[config.mk]
export PLATFORM = sky130hd
export DESIGN_NAME = alu_issue_ctrl_flat
export DESIGN_NICKNAME = d
export VERILOG_FILES = /design/src/rtl/alu_issue_ctrl_if.sv /design/src/rtl/alu_issue_ctrl.sv /design/src/flat_wrapper.sv
export SDC_FILE = /design/constraint.sdc
export NUM_CORES = 1
export LEC_CHECK = 0
export ABC_AREA = 0
export CAP_MARGIN = 20
export CORE_ASPECT_RATIO = 0.75
export CORE_UTILIZATION = 42
export CTS_CLUSTER_SIZE = 25
export DETAILED_ROUTE_END_ITERATION = 16
export PLACE_DENSITY = 0.81
export SKIP_LAST_GASP = 1
export SLEW_MARGIN = 20
export SYNTH_ARGS = -nofsm -noshare
export SYNTH_HDL_FRONTEND = slang
export SYNTH_SLANG_ARGS = --single-unit
export TNS_END_PERCENT = 5
[constraint.sdc]
create_clock -name clk -period 2.4 [get_ports clk]
set_clock_uncertainty 0.15 [all_clocks]
set_input_delay 0.24 -clock clk [delete_from_list [all_inputs] [get_ports clk]]
set_output_delay 0.24 -clock clk [all_outputs]
set_load 0.02 [all_outputs]
[src/rtl/alu_issue_ctrl_if.sv]
// alu_issue_ctrl_if: instruction, ALU and result channels of the ALU issue controller.
interface alu_issue_ctrl_if #(parameter int DW = 32, parameter int RW = 5);
    logic          in_valid;
    logic          in_ready;
    logic [5:0]    in_opcode;
    logic [5:0]    in_funct;
    logic [4:0]    in_shamt;
    logic [DW-1:0] in_rs_val;
    logic [DW-1:0] in_rt_val;
    logic [15:0]   in_imm;
    logic [RW-1:0] in_dest;
    logic [DW-1:0] alu_a;
    logic [DW-1:0] alu_b;
    logic [3:0]    alu_csig;
    logic [DW-1:0] alu_out;
    logic          alu_z;
    logic          alu_n;
    logic          alu_v;
    logic          res_valid;
    logic          res_ready;
    logic [DW-1:0] res_data;
    logic [RW-1:0] res_dest;
    logic          res_z;
    logic          res_n;
    logic          res_v;
    logic          res_err;

    modport slave (
        input  in_valid, in_opcode, in_funct, in_shamt, in_rs_val, in_rt_val, in_imm, in_dest,
        output in_ready,
        output alu_a, alu_b, alu_csig,
        input  alu_out, alu_z, alu_n, alu_v,
        output res_valid, res_data, res_dest, res_z, res_n, res_v, res_err,
        input  res_ready
    );

    modport master (
        output in_valid, in_opcode, in_funct, in_shamt, in_rs_val, in_rt_val, in_imm, in_dest,
        input  in_ready,
        input  alu_a, alu_b, alu_csig,
        output alu_out, alu_z, alu_n, alu_v,
        input  res_valid, res_data, res_dest, res_z, res_n, res_v, res_err,
        output res_ready
    );
endinterface

[src/rtl/alu_issue_ctrl.sv]
// alu_issue_ctrl: decodes one MIPS instruction, issues it to the registered ALU and returns the result.
module alu_issue_ctrl #(
    parameter int DW = 32,
    parameter int RW = 5
) (
    input logic clk,
    input logic rst_n,
    alu_issue_ctrl_if.slave bus
);
    localparam logic [3:0] C_OR = 4'b0000, C_AND = 4'b0001, C_XOR = 4'b0010, C_SLL = 4'b0011;
    localparam logic [3:0] C_SRL = 4'b0100, C_SUB = 4'b0101, C_ADD = 4'b0110, C_NOR = 4'b0111;
    localparam logic [3:0] C_SLT = 4'b1001, C_MUL = 4'b1010, C_CLR = 4'b1011, C_LWSW = 4'b1101;
    localparam logic [3:0] C_SRA = 4'b1110;

    typedef enum logic [1:0] {IDLE, ISSUE, CAPTURE, RESP} state_t;
    state_t state, nxt;

    logic          ok;
    logic [3:0]    cs;
    logic [DW-1:0] a, b, sext, zext, sh;
    logic          accept;

    assign sext   = {{(DW-16){bus.in_imm[15]}}, bus.in_imm};
    assign zext   = {{(DW-16){1'b0}}, bus.in_imm};
    assign sh     = {{(DW-5){1'b0}}, bus.in_shamt};
    assign accept = state == IDLE && bus.in_valid;

    always_comb begin
        ok = 1'b1;
        cs = C_CLR;
        a  = bus.in_rs_val;
        b  = bus.in_rt_val;
        case (bus.in_opcode)
            6'h00: case (bus.in_funct)
                6'h20: cs = C_ADD;
                6'h22: cs = C_SUB;
                6'h24: cs = C_AND;
                6'h25: cs = C_OR;
                6'h26: cs = C_XOR;
                6'h27: cs = C_NOR;
                6'h2A: cs = C_SLT;
                6'h00: begin cs = C_SLL; a = bus.in_rt_val; b = sh; end
                6'h02: begin cs = C_SRL; a = bus.in_rt_val; b = sh; end
                6'h03: begin cs = C_SRA; a = bus.in_rt_val; b = sh; end
                default: ok = 1'b0;
            endcase
            6'h1C: begin cs = C_MUL; ok = bus.in_funct == 6'h02; end
            6'h08: begin cs = C_ADD; b = sext; end
            6'h0A: begin cs = C_SLT; b = sext; end
            6'h0C: begin cs = C_AND; b = zext; end
            6'h0D: begin cs = C_OR;  b = zext; end
            6'h0E: begin cs = C_XOR; b = zext; end
            // the ALU adds b>>1 for loads/stores, so pre-double the offset
            6'h23, 6'h2B: begin cs = C_LWSW; b = sext << 1; end
            default: ok = 1'b0;
        endcase
    end

    always_comb begin
        nxt = state;
        case (state)
            IDLE:    nxt = bus.in_valid ? (ok ? ISSUE : RESP) : IDLE;
            ISSUE:   nxt = CAPTURE;
            CAPTURE: nxt = RESP;
            RESP:    nxt = bus.res_ready ? IDLE : RESP;
            default: nxt = IDLE;
        endcase
    end

    assign bus.in_ready  = state == IDLE;
    assign bus.res_valid = state == RESP;

    always_ff @(posedge clk or negedge rst_n) begin
        if (!rst_n) begin
            state        <= IDLE;
            bus.alu_a    <= '0;
            bus.alu_b    <= '0;
            bus.alu_csig <= C_CLR;
            bus.res_data <= '0;
            bus.res_dest <= '0;
            bus.res_z    <= 1'b0;
            bus.res_n    <= 1'b0;
            bus.res_v    <= 1'b0;
            bus.res_err  <= 1'b0;
        end else begin
            state <= nxt;
            if (accept) begin
                bus.res_dest <= RW'(bus.in_dest);
                bus.res_err  <= !ok;
                if (ok) begin
                    bus.alu_a    <= a;
                    bus.alu_b    <= b;
                    bus.alu_csig <= cs;
                end else begin
                    bus.res_data <= '0;
                    bus.res_z    <= 1'b0;
                    bus.res_n    <= 1'b0;
                    bus.res_v    <= 1'b0;
                end
            end
            // z/n follow the operands combinationally; out/v appear one edge later
            if (state == ISSUE) begin
                bus.res_z <= bus.alu_z;
                bus.res_n <= bus.alu_n;
            end
            if (state == CAPTURE) begin
                bus.res_data <= bus.alu_out;
                bus.res_v    <= bus.alu_v;
            end
        end
    end
endmodule

[src/flat_wrapper.sv]
// flat-port wrapper written by rule: the top's interface ports become plain ports
module alu_issue_ctrl_flat 
#(
    parameter int DW = 32,
    parameter int RW = 5
)
  (clk, rst_n, bus_in_valid, bus_in_opcode, bus_in_funct, bus_in_shamt, bus_in_rs_val, bus_in_rt_val, bus_in_imm, bus_in_dest, bus_in_ready, bus_alu_a, bus_alu_b, bus_alu_csig, bus_alu_out, bus_alu_z, bus_alu_n, bus_alu_v, bus_res_valid, bus_res_data, bus_res_dest, bus_res_z, bus_res_n, bus_res_v, bus_res_err, bus_res_ready);
  alu_issue_ctrl_if #(.DW(DW), .RW(RW)) bus_i ();
  input logic clk;
  input logic rst_n;
  input wire logic [$bits(bus_i.in_valid)-1:0] bus_in_valid;
  input wire logic [$bits(bus_i.in_opcode)-1:0] bus_in_opcode;
  input wire logic [$bits(bus_i.in_funct)-1:0] bus_in_funct;
  input wire logic [$bits(bus_i.in_shamt)-1:0] bus_in_shamt;
  input wire logic [$bits(bus_i.in_rs_val)-1:0] bus_in_rs_val;
  input wire logic [$bits(bus_i.in_rt_val)-1:0] bus_in_rt_val;
  input wire logic [$bits(bus_i.in_imm)-1:0] bus_in_imm;
  input wire logic [$bits(bus_i.in_dest)-1:0] bus_in_dest;
  output wire logic [$bits(bus_i.in_ready)-1:0] bus_in_ready;
  output wire logic [$bits(bus_i.alu_a)-1:0] bus_alu_a;
  output wire logic [$bits(bus_i.alu_b)-1:0] bus_alu_b;
  output wire logic [$bits(bus_i.alu_csig)-1:0] bus_alu_csig;
  input wire logic [$bits(bus_i.alu_out)-1:0] bus_alu_out;
  input wire logic [$bits(bus_i.alu_z)-1:0] bus_alu_z;
  input wire logic [$bits(bus_i.alu_n)-1:0] bus_alu_n;
  input wire logic [$bits(bus_i.alu_v)-1:0] bus_alu_v;
  output wire logic [$bits(bus_i.res_valid)-1:0] bus_res_valid;
  output wire logic [$bits(bus_i.res_data)-1:0] bus_res_data;
  output wire logic [$bits(bus_i.res_dest)-1:0] bus_res_dest;
  output wire logic [$bits(bus_i.res_z)-1:0] bus_res_z;
  output wire logic [$bits(bus_i.res_n)-1:0] bus_res_n;
  output wire logic [$bits(bus_i.res_v)-1:0] bus_res_v;
  output wire logic [$bits(bus_i.res_err)-1:0] bus_res_err;
  input wire logic [$bits(bus_i.res_ready)-1:0] bus_res_ready;
  assign bus_i.in_valid = bus_in_valid;
  assign bus_i.in_opcode = bus_in_opcode;
  assign bus_i.in_funct = bus_in_funct;
  assign bus_i.in_shamt = bus_in_shamt;
  assign bus_i.in_rs_val = bus_in_rs_val;
  assign bus_i.in_rt_val = bus_in_rt_val;
  assign bus_i.in_imm = bus_in_imm;
  assign bus_i.in_dest = bus_in_dest;
  assign bus_in_ready = bus_i.in_ready;
  assign bus_alu_a = bus_i.alu_a;
  assign bus_alu_b = bus_i.alu_b;
  assign bus_alu_csig = bus_i.alu_csig;
  assign bus_i.alu_out = bus_alu_out;
  assign bus_i.alu_z = bus_alu_z;
  assign bus_i.alu_n = bus_alu_n;
  assign bus_i.alu_v = bus_alu_v;
  assign bus_res_valid = bus_i.res_valid;
  assign bus_res_data = bus_i.res_data;
  assign bus_res_dest = bus_i.res_dest;
  assign bus_res_z = bus_i.res_z;
  assign bus_res_n = bus_i.res_n;
  assign bus_res_v = bus_i.res_v;
  assign bus_res_err = bus_i.res_err;
  assign bus_i.res_ready = bus_res_ready;
  alu_issue_ctrl #(.DW(DW), .RW(RW)) u_core (.clk(clk), .rst_n(rst_n), .bus(bus_i));
endmodule
==> results.md <==
- Smallest hold slack: a little under 200 ps
- Mapped Cells: 565
- Top-count cell post-synth: nand2_1
- Initial DRC Count: approximately 210
- Layout area overhead: 60.3%
- CTS tree: done
- H-Tree Depth: 3
- Nets@finish: a little under 1,000
- Total gr overflow: 0
- Post-synth top cells: nand2_1, dfrtp_1, mux2_2, o21ai_0, inv_1
- Main synth FF type: dfrtp_1
- Cell Rows: 35
- Worst slew pin tran: 722 ps
- CTS Buffer Depth: 2
- FF+latch count, synth: 111
- Post-synthesis sequential area ratio: between 50% and 60%
- Number of synthesized flops with an enable pin: 0
- Post-synthesis average cell area: between 9 and 10 µm²
- Routed WL: ~17 mm
- Multi-input gate area: 0.00240 mm²
- Routed wire length per instance: between 15 and 20 µm
- FF+latch area: ~0.0028 mm²
- First-pass GRT wire length: 26.9 mm
- Peak Freq: roughly 0.43 GHz
- Die X: 134 µm
- FFs w/ async S/R, synth: 100%
- Setup TNS: 0 ps
- Reg2reg path depth: 5
- Drt drc: 0
- HP Class: in -> async
- Post-DR vias/cell: about 5.1
- Setup bufs post-CTS: 0
- Final setup fails: 0
- Reg clk slew, reported paths: roughly 80 ps
- Number of global-route vias before repair: 5,340
- Total GRT Usage: about a quarter
- Synth top area share: 49.2%
- Core Area: about 0.013 mm²
- Share of cells above drive strength 1: between 10 and 15%
- CTS buffer count: 9
- Worst Setup End Kind: flop
- Clk_lat worst skew: 340 ps
- Die height: 101 µm
- Root buffer cell: clkbuf_16
- Die area: 0.0136 mm²
- Fillers: 952
- Pre-CTS setup slack: -375 ps
- Final worst slack: around 74 ps
- Syn_nets: around 710
- Count of input and output buffers: approximately 250
- Run status: finished, final reports clean
- Crit share post-route: a little over nine tenths
- IO Count: between 200 and 300
- Max VDD drop: 0.667 mV
- Clk sink count: around 110
- # diodes: 0
- Final hold vios: 0
- Largest net degree at the start of global routing: between 40 and 50
- Power per Cell Area: approximately 1000 mW/mm²
- DP HPWL: approximately 13 mm
- Placed Cells: between 900 and 1,000
- Slew Viols, Final: 0
- Total power: roughly 9 mW
- Synth area leader: dfrtp_1
- Layout Cells excl Fill: 1,012
- Netlist cell types: between 50 and 60
- Vias post-DR: approximately 5,200
- Startpoint types: input port
- Initial core utilization: between 40% and 50%
- Tmin final: 2330 ps
- Cell Area, Synth: between 0.005 and 0.006 mm²
- GP Congestion: 0.844
- Yosys Warn Count: 0
- Req. time, crit path: between 2000 and 3000 ps
- Drt first pass iters: 5
- Antenna violations before repair: 0
- Unrepaired setup endpoints after global routing: true
- Max-Cap Viols: 0
- Arrival time at the worst endpoint: around 2500 ps
- Largest fanout on the critical path: 8
- Top cells by area, synth: dfrtp_1, nand2_1, mux2_2
- Leakage: about 4 nW
- WS Path Type: in -> reg
- Antenna Violating Nets Remaining: 0
- Max-Slew Margin vs Limit: about half
timing repair:
item | CTS | global route
endpoints found under the hold margin | 79 | 0
setup endpoints to repair | 10 | 61
gates resized for setup | 1 | 5
hold buffers | 1 | 0
pin swaps | 0 | 1
cell type report:
type | instances | area share (%)
multi-input cells | 381 | 27.2
clock buffers | 10 | 2.71
clock inverters | 6 | 0.596
inverters | 34 | 1.45
flip-flops and latches | 111 | 31.6
repair buffers | 304 | 34.1
well taps | 166 | 2.36
routing by layer:
| layer | GRT usage [%] | vias up | part of all wire, % |
|---|---|---|---|
| met5 | 0 | - | 0 |
| met3 | 8.20 | 21 | 9.2 |
| met1 | 30.6 | 2482 | 40 |
| met2 | 43.6 | 213 | 50 |
| met4 | 8.12 | 0 | 1.7 |
| li1 | - | 2471 | - |
layout by cell type (no fill, tap or decap), drive strengths merged, types with 5 or more instances in the layout:
master         instances
o21ai                 37
inv                   37
dfrtp                108
mux2                  43
nand2                171
nor4                   5
clkdlybuf4s50        248
a22o                   5
buf                   53
mux2i                 30
a222oi                12
nor2                   8
clkbuf                10
a21oi                 21
registers in the layout, indices dropped and copies added, names as in the netlist:
register             count
u_core.bus.alu_a        32
u_core.bus.alu_b        32
u_core.bus.res_data     32
u_core.bus.res_dest      5
u_core.bus.alu_csig      4
u_core.state             2
u_core.bus.res_err       1
u_core.bus.res_n         1
u_core.bus.res_v         1
u_core.bus.res_z         1
path summary, 6_finish.rpt:
check,start,to,slack (ps)
max in group asynchronous,rst_n,u_core.bus.alu_csig[3],1160
worst max register to register,u_core.state[1],u_core.bus.res_data[14],480
worst min register to register,u_core.bus.alu_csig[3],u_core.bus.alu_csig[3],340
worst min-delay path,rst_n,u_core.bus.alu_b[19],200
min in group clk,bus_alu_out[15],u_core.bus.res_data[15],290
worst max-delay path,bus_in_opcode[1],u_core.bus.alu_csig[0],70
critical path, stage by stage:
cell and delay (ps):
clkdlybuf4s50_1 450, buf_4 180, nand3b_1 260, o21a_1 250, a2111oi_1 510, buf_4 200
nand2_1 60, mux2_1 300
cells by family after synthesis:
family,Yosys count,synth area share (%)
mux,73,14.3
compound gates,94,11.8
simple gates,212,16.5
buf+inv,73,6.44
xor+xnor,2,0.319
flops,111,50.6
power breakdown:
group	switching (mW)	internal [mW]	total (mW)
registers	0.497	2.73	3.22
logic	2.30	2.24	4.54
clock network	0.712	0.752	1.46
metrics by stage:
step	util, %	cell area (µm²)
detailed placement	67.7	8480
CTS	70.2	8790
floorplan	-	5500
finish	70.3	8810
global placement	67.7	8480
global route	70.3	8810
No activity file was read; power rests on OpenSTA's default activity.
